[src/rtl/spi_mem_ctrl_pkg.sv]
// Shared types and constants for the SPI-slave memory bridge.
package spi_mem_ctrl_pkg;

  typedef enum logic [3:0] {
    ST_IDLE,
    ST_ADDR_HI,
    ST_ADDR_LO,
    ST_WR_DATA,
    ST_WR_MEM,
    ST_RD_MEM,
    ST_RD_CAP,
    ST_RD_SEND,
    ST_DISCARD
  } state_e;

  localparam logic [7:0] OPC_WRITE = 8'h02;
  localparam logic [7:0] OPC_READ  = 8'h03;
  localparam logic [1:0] DLEN_WORD = 2'b11;

endpackage

[src/rtl/spi_word_serializer.sv]
// Splits a 32-bit word into four bytes, LSB first, over a valid/ready handshake.
module spi_word_serializer (
  input  logic        clk,
  input  logic        rst,
  input  logic        load,
  input  logic [31:0] load_data,
  input  logic        clear,
  input  logic        tx_ready,
  output logic        tx_valid,
  output logic [7:0]  tx_byte,
  output logic        done
);

  logic [31:0] sr_q, sr_d;
  logic [1:0]  cnt_q, cnt_d;
  logic        vld_q, vld_d;
  logic        hs;

  always_comb begin
    sr_d  = sr_q;
    cnt_d = cnt_q;
    vld_d = vld_q;
    hs    = vld_q & tx_ready;
    done  = hs && (cnt_q == 2'd3);
    if (clear) begin
      sr_d  = '0;
      cnt_d = '0;
      vld_d = 1'b0;
    end else if (load) begin
      sr_d  = load_data;
      cnt_d = '0;
      vld_d = 1'b1;
    end else if (hs) begin
      // byte only advances on a completed handshake, so it holds while stalled
      sr_d  = {8'h00, sr_q[31:8]};
      cnt_d = cnt_q + 2'd1;
      if (cnt_q == 2'd3) vld_d = 1'b0;
    end
  end

  always_ff @(posedge clk or posedge rst) begin
    if (rst) begin
      sr_q  <= '0;
      cnt_q <= '0;
      vld_q <= 1'b0;
    end else begin
      sr_q  <= sr_d;
      cnt_q <= cnt_d;
      vld_q <= vld_d;
    end
  end

  assign tx_valid = vld_q;
  assign tx_byte  = sr_q[7:0];

endmodule

[src/rtl/spi_mem_ctrl.sv]
// SPI-slave byte protocol to word-memory bridge: opcode, 16-bit address, then burst data.
module spi_mem_ctrl
  import spi_mem_ctrl_pkg::*;
#(
  parameter int DATA_LENGTH    = 32,
  parameter int ADDRESS_LENGTH = 11
) (
  input  logic                      clk,
  input  logic                      rst,
  input  logic                      core_select,
  input  logic                      frame_active,
  input  logic                      rx_valid,
  input  logic [7:0]                rx_byte,
  output logic                      tx_valid,
  output logic [7:0]                tx_byte,
  input  logic                      tx_ready,
  output logic                      mem_en,
  output logic                      mem_wr_en,
  output logic                      mem_rd_en,
  output logic [ADDRESS_LENGTH-1:0] mem_address,
  output logic [DATA_LENGTH-1:0]    mem_data_out,
  output logic [1:0]                mem_data_length,
  input  logic [DATA_LENGTH-1:0]    mem_data_in,
  output logic                      busy,
  output logic                      err
);

  localparam logic [ADDRESS_LENGTH-1:0] ADDR_ONE = 1;

  state_e                    state_q, state_d;
  logic [ADDRESS_LENGTH-1:0] addr_q, addr_d;
  logic [7:0]                hi_q, hi_d;
  logic [DATA_LENGTH-1:0]    wr_sr_q, wr_sr_d;
  logic [1:0]                bcnt_q, bcnt_d;
  logic                      is_rd_q, is_rd_d;
  logic                      err_q, err_d;
  logic                      wr_stb, rd_stb, ser_load, ser_done;

  always_comb begin
    state_d  = state_q;
    addr_d   = addr_q;
    hi_d     = hi_q;
    wr_sr_d  = wr_sr_q;
    bcnt_d   = bcnt_q;
    is_rd_d  = is_rd_q;
    err_d    = 1'b0;
    wr_stb   = 1'b0;
    rd_stb   = 1'b0;
    ser_load = 1'b0;
    // a dropped chip-select wins over everything, so no strobe can leak out
    if (!frame_active) begin
      state_d = ST_IDLE;
    end else begin
      case (state_q)
        ST_IDLE: if (rx_valid) begin
          if (rx_byte == OPC_WRITE || rx_byte == OPC_READ) begin
            is_rd_d = (rx_byte == OPC_READ);
            state_d = ST_ADDR_HI;
          end else begin
            err_d   = 1'b1;
            state_d = ST_DISCARD;
          end
        end
        ST_ADDR_HI: if (rx_valid) begin
          hi_d    = rx_byte;
          state_d = ST_ADDR_LO;
        end
        ST_ADDR_LO: if (rx_valid) begin
          addr_d  = ADDRESS_LENGTH'({hi_q, rx_byte});
          bcnt_d  = '0;
          state_d = is_rd_q ? ST_RD_MEM : ST_WR_DATA;
        end
        ST_WR_DATA: if (rx_valid) begin
          wr_sr_d = {rx_byte, wr_sr_q[DATA_LENGTH-1:8]};
          bcnt_d  = bcnt_q + 2'd1;
          if (bcnt_q == 2'd3) state_d = ST_WR_MEM;
        end
        ST_WR_MEM: begin
          if (rx_valid) err_d = 1'b1;
          if (!core_select) begin
            wr_stb  = 1'b1;
            addr_d  = addr_q + ADDR_ONE;
            state_d = ST_WR_DATA;
          end
        end
        ST_RD_MEM: if (!core_select) begin
          rd_stb  = 1'b1;
          state_d = ST_RD_CAP;
        end
        ST_RD_CAP: begin
          ser_load = 1'b1;
          state_d  = ST_RD_SEND;
        end
        ST_RD_SEND: if (ser_done) begin
          addr_d  = addr_q + ADDR_ONE;
          state_d = ST_RD_MEM;
        end
        ST_DISCARD: state_d = ST_DISCARD;
        default:    state_d = ST_IDLE;
      endcase
    end
  end

  always_ff @(posedge clk or posedge rst) begin
    if (rst) begin
      state_q <= ST_IDLE;
      addr_q  <= '0;
      hi_q    <= '0;
      wr_sr_q <= '0;
      bcnt_q  <= '0;
      is_rd_q <= 1'b0;
      err_q   <= 1'b0;
    end else begin
      state_q <= state_d;
      addr_q  <= addr_d;
      hi_q    <= hi_d;
      wr_sr_q <= wr_sr_d;
      bcnt_q  <= bcnt_d;
      is_rd_q <= is_rd_d;
      err_q   <= err_d;
    end
  end

  spi_word_serializer u_ser (
    .clk       (clk),
    .rst       (rst),
    .load      (ser_load),
    .load_data (mem_data_in),
    .clear     (!frame_active),
    .tx_ready  (tx_ready),
    .tx_valid  (tx_valid),
    .tx_byte   (tx_byte),
    .done      (ser_done)
  );

  assign mem_en          = wr_stb | rd_stb;
  assign mem_wr_en       = wr_stb;
  assign mem_rd_en       = rd_stb;
  assign mem_address     = addr_q;
  assign mem_data_out    = wr_sr_q;
  assign mem_data_length = DLEN_WORD;
  assign busy            = (state_q != ST_IDLE);
  assign err             = err_q;

endmodule

[config.mk]
export PLATFORM = sky130hd
export DESIGN_NAME = spi_mem_ctrl
export DESIGN_NICKNAME = d
export VERILOG_FILES = /design/src/rtl/spi_mem_ctrl_pkg.sv /design/src/rtl/spi_word_serializer.sv /design/src/rtl/spi_mem_ctrl.sv
export SDC_FILE = /design/constraint.sdc
export NUM_CORES = 1
export LEC_CHECK = 0
export BUFFER_PORTS_ARGS = -buffer_cell sky130_fd_sc_hd__buf_4
export CAP_MARGIN = 20
export CORE_UTILIZATION = 42
export DETAILED_ROUTE_END_ITERATION = 7
export PLACE_DENSITY = 0.65
export SLEW_MARGIN = 20
export SYNTH_ARGS = -nofsm -noshare
export SYNTH_HDL_FRONTEND = slang
export SYNTH_SLANG_ARGS = --single-unit
[constraint.sdc]
create_clock -name clk -period 3.18 [get_ports clk]
set_input_delay 0.636 -clock clk [delete_from_list [all_inputs] [get_ports clk]]
set_output_delay 0.636 -clock clk [all_outputs]
set_load 0.01 [all_outputs]
After elaboration in Yosys (flattened, before gate mapping)
Cells that the tools add are included.
W data, S select, Z words.
- bits in latches: 0
- word-level logic and storage cells: 95
- bits in read-only memories: 0
- output and inout port bits: 59
- memory bits (writable): 0
- flip-flop bits (word level): 89
- memories: 0
- input port bits: 46
- multiply operators: 0
- magnitude comparators: 0
- multiplexer cells: 41
- div/mod/pow operators: 0
- equal/unequal tests: 26
- add/sub/neg operators: 3
- shift operators: 0
- bitwise operators: 2
- reductions and logical operators: 13
- operators with widths (kind ; number):
    $mux W32 ; 3
    $mux W4 ; 10
    $pmux W4 S9 ; 1
    $mux W11 ; 3
    $pmux W11 S3 ; 1
    $ne A3 B3 Y1 const B ; 8
    $eq A4 B3 Y1 const B ; 4
    $eq A8 B2 Y1 const B ; 2
    $mux W1 ; 15
    $add A11 B1 Y11 const B ; 1
    $mux W2 ; 5
    $eq A4 B2 Y1 const B ; 2
    $ne A2 B2 Y1 const B ; 4
    $reduce_and A4 Y1 ; 2
    $reduce_and A8 Y1 ; 1
    $ne A3 B1 Y1 const B ; 2
    $reduce_and A3 Y1 ; 2
    $reduce_and A5 Y1 ; 1
    $add A2 B1 Y2 const B ; 2
    $eq A2 B2 Y1 const B ; 2
    $eq A4 B1 Y1 const B ; 1
    $eq A4 B4 Y1 const B ; 1
    $logic_not A4 Y1 ; 1
    $pmux W2 S2 ; 1
    10 further kinds ; 10

Logic depth before layout (Yosys ltp)
- depth in word-level cells: 6
- mapped depth: 8
- depth with buffers taken out: 6

Hierarchy
A second synthesis with hierarchy kept.
- cells, all modules: 423
- area total of the unflattened synthesis: 4605.7 µm²
- by module, submodules not included (module ; area an instance (µm²) ; cells each ; instances):
    spi_mem_ctrl ; 2641.3 ; 229 ; 1
    spi_word_serializer ; 1964.4 ; 194 ; 1

Least setup slack after synthesis
No wires, ideal clock.
- path kind: input-to-output
- start point: in frame_active
- end point: out mem_rd_en
- data required time: 2544 ps
- stages on the path: 3
- slack: 1251 ps
- data arrival time: 1293 ps
- path through: buf_6 -> nand2b_1 -> nor4_1
- word-level cells in the longest chain between the ends: 1
- RTL lines (item ; line ; RTL):
    from (decl) ; spi_mem_ctrl.sv:11 ; input logic frame_active,
    $mux W1 ; spi_mem_ctrl.sv:51 ; if (!frame_active) begin
    to (decl) ; spi_mem_ctrl.sv:19 ; output logic mem_rd_en,
Every way passes these cells.

Final worst setup path
- start point: reg state_q[0]
- end point: out mem_rd_en
- word-level cells in the longest chain between the ends: 3
- RTL lines (item ; line ; RTL):
    from (decl) ; spi_mem_ctrl.sv:30 ; state_e state_q, state_d;
    from (signal assigned) ; spi_mem_ctrl.sv:114 ; state_q <= state_d;
    $eq A4 B3 Y1 ; spi_mem_ctrl.sv:54 ; case (state_q)
    $mux W1 ; spi_mem_ctrl.sv:54 ;
    $mux W1 ; spi_mem_ctrl.sv:51 ;
Every way passes these cells.

==> results_dict.tcl <==
set metrics [dict create \
    postPlaceCellArea_um2 5027 \
    synth_edf_count 0 \
    hold_viol 0 \
    routedWlPerCell_um 15.12 \
    root_buffer "clkbuf_8" \
    dp_hpwl_um 6465 \
    gp_congestion 0.7738 \
    worstSkewPairLatency_ns 0.37 \
    startpoint "state_q[0]" \
    via_per_inst 5.233 \
    path_clk_slew_ns 0.10 \
    clock_skew_ns 0.01223 \
    grt_pass1_vias 3035 \
    setup_viol 0 \
    grt_max_degree 53 \
    min_path_type "input port to asynchronous set/reset pin" \
    ys_warn_count 0 \
    cap_violations 0 \
    relSlewSlack_pct 45.14 \
    seq_area_frac_synth_pct 51.94 \
    whs_ns 0.3499 \
    synth_cell_type_count 53 \
    cp-end-kind "primary output" \
    clock_sinks 89 \
    die_x_um 103.0 \
    cp_max_fo 18 \
    core_area_um2 9819 \
    ios 105 \
    diodes 0 \
    start_util_pct 43.67 \
    final_area_um2 5215 \
    post_cts_resized 0 \
    fp.dieH_um 103.0 \
    arrival_ns 1.94 \
    wl_um 9527 \
    multiInputGateArea_um2 1826 \
    syn_area_um2 4288 \
    status "finished clean" \
    cts_buffer_depth 2 \
    fmax_mhz 387.8 \
    cp.required_ns 2.54 \
    area_delta_synth_final_pct 21.62 \
    synth-async-reset-ratio_pct 100.0 \
    nNetsFinal 541 \
    drv_slew 0 \
    syn_avg_cell_area_um2 10.48 \
    drive_above_1_share_pct 35.61 \
    row_count 36 \
    io_buffer_count 102 \
    cts_setup_buffers 0 \
    fill_cells 921 \
    dp_slack_ns 0.8552 \
    period_share_pct 81.10 \
    vdd_drop_max_mv 0.1820 \
    tns_ns 0 \
    rsz0062_at_grt "false" \
    synth_flop_cell "dfrtp_1" \
    timing.reg2reg.setup_slack_ns 0.87 \
    tightest_slew_ns 0.8199 \
    p_per_area_nw_per_um2 443.0 \
    startpoint_type "flop" \
    ctsHtreeMaxLevel 3 \
    final.min_clock_period_ns 2.579 \
    first_pass_iters 4 \
    syn_inst 409 \
    setup.worst_path.class "flop to primary output" \
    ys_ff_latch 89 \
    postLayoutSetupSlackWorst_ns 0.6010 \
    drc 0 \
    r2r_start "state_q[0]" \
    gr-total-overflow 0 \
    leakagePower_uw 0.002498 \
    grt_pass1_wl_um 15100 \
    holdBufCountCts 0 \
    numCtsBuffers 9 \
    cts_tree "done" \
    first_iter_violations 156 \
    via_count 3297 \
    grt_antenna_before_repair 0 \
    ant_nets 0 \
    track_usage_pct 18.46 \
    regArea_um2 2227 \
    die-area_um2 10620 \
]
[per-layer routing]
metal	vias to the layer above	share of wire [%]	track usage, %
li1	1604	-	-
met1	1602	49	27.17
met2	77	47	27.23
met3	14	3.4	3.322
met4	0	1.5	6.609
met5	-	0	0
[area by class of cell]
class	count	share of cell area (%)
Clock buffer	9	2.375
Clock inverter	7	1.200
Inverter	2	0.1679
Multi-Input combinational cell	285	35.00
Sequential cell	89	42.71
Tap cell	133	3.191
Timing Repair Buffer	105	15.36
[critical path, stage by stage (launching register included)]
cell and delay (ns):
dfrtp_1 0.77, inv_1 0.30, nor4_1 0.34, buf_4 0.17
[registers in the layout (all words and copies together) (netlist names)]
name	cells
mem_data_out	32
u_ser.sr_q	32
mem_address	11
state_q	4
hi_q	3
bcnt_q	2
u_ser.cnt_q	2
err	1
is_rd_q	1
u_ser.tx_valid	1
[kinds of logic (layout without fill, tap and decap cells)]
family | Yosys count | in the layout | synth area share [%]
adders and majority gates | 3 | 3 | 0.8755
AOI/OAI and AO/OA | 109 | 109 | 16.22
other | 1 | 2 | 0.08746
muxes | 36 | 36 | 10.07
and+or+nand+nor | 133 | 133 | 14.79
buffers and inverters | 36 | 123 | 5.602
xor gates and xnor gates | 2 | 2 | 0.4086
DFF | 89 | 89 | 51.94
[placed cells by master (no fill, tap or decap), types with 3 or more instances in the layout]
| master | instances |
|---|---|
| a21oi_1 | 36 |
| a22o_1 | 9 |
| a31o_2 | 3 |
| a31oi_1 | 7 |
| and2_1 | 3 |
| and3_1 | 3 |
| buf_4 | 104 |
| clkbuf_8 | 9 |
| clkinvlp_4 | 3 |
| dfrtp_1 | 89 |
| ha_1 | 3 |
| mux2_2 | 29 |
| mux2_4 | 7 |
| nand2_1 | 49 |
| nand2_2 | 3 |
| nand2b_1 | 5 |
| nand3_1 | 9 |
| nand3b_1 | 3 |
| nand4_1 | 3 |
| nor2_1 | 36 |
| nor3_1 | 3 |
| nor4_1 | 4 |
| o21ai_0 | 33 |
| o22ai_1 | 4 |
[worst paths after layout]
check / end / cells after the start
min in group clk: bcnt_q[1] / 2
worst min register to register: bcnt_q[1] / 2
max in group asynchronous: state_q[3] / 3
worst max-delay path: mem_rd_en / 3
worst min-delay path: u_ser.sr_q[0] / 2
worst max register to register: mem_address[7] / 5
[cell usage after synthesis (2+ instances only)]
| cell | n | area [µm²] |
|---|---|---|
| o22ai_1 | 4 | 25.02 |
| nand2_2 | 3 | 18.77 |
| dfrtp_1 | 89 | 2227 |
| mux2_2 | 29 | 326.6 |
| a22o_1 | 9 | 78.83 |
| buf_2 | 9 | 45.04 |
| nor2b_1 | 2 | 12.51 |
| nand2b_1 | 5 | 31.28 |
| buf_6 | 4 | 45.04 |
| a31oi_1 | 7 | 43.79 |
| inv_1 | 2 | 7.510 |
| mux2_4 | 7 | 105.1 |
| and2_1 | 3 | 18.77 |
| nor2_1 | 36 | 135.1 |
| o21ai_1 | 2 | 10.01 |
| nand3_1 | 9 | 45.04 |
| o21a_1 | 2 | 15.01 |
| a2bb2oi_1 | 2 | 17.52 |
| ha_1 | 3 | 37.54 |
| a21oi_1 | 36 | 180.2 |
| nand4_1 | 3 | 18.77 |
| a31o_2 | 3 | 26.28 |
| nor4_1 | 4 | 25.02 |
| nand3b_1 | 3 | 22.52 |
| and3_1 | 4 | 25.02 |
| clkbuf_1 | 4 | 15.01 |
| nor3_1 | 3 | 15.01 |
| buf_4 | 17 | 127.6 |
| nand2_1 | 49 | 183.9 |
| o21ai_0 | 33 | 165.2 |
[report_power, final]
part           total (µW)  internal (µW)  leakage, µW  switching, µW
Clock                 753            299    0.0000859            454
Combinational         300            154      0.00122            146
Sequential           1260           1200      0.00119           61.9
[per-stage QoR]
stage,total power [µW],cells,utilization [%]
finish,2310,630,53.11
global route,2425,630,53.11
CTS,2333,630,53.10
detailed placement,1581,614,51.20
global placement,1575,614,51.20
floorplan,1429,410,-
Power figures use the tool's default switching activity.
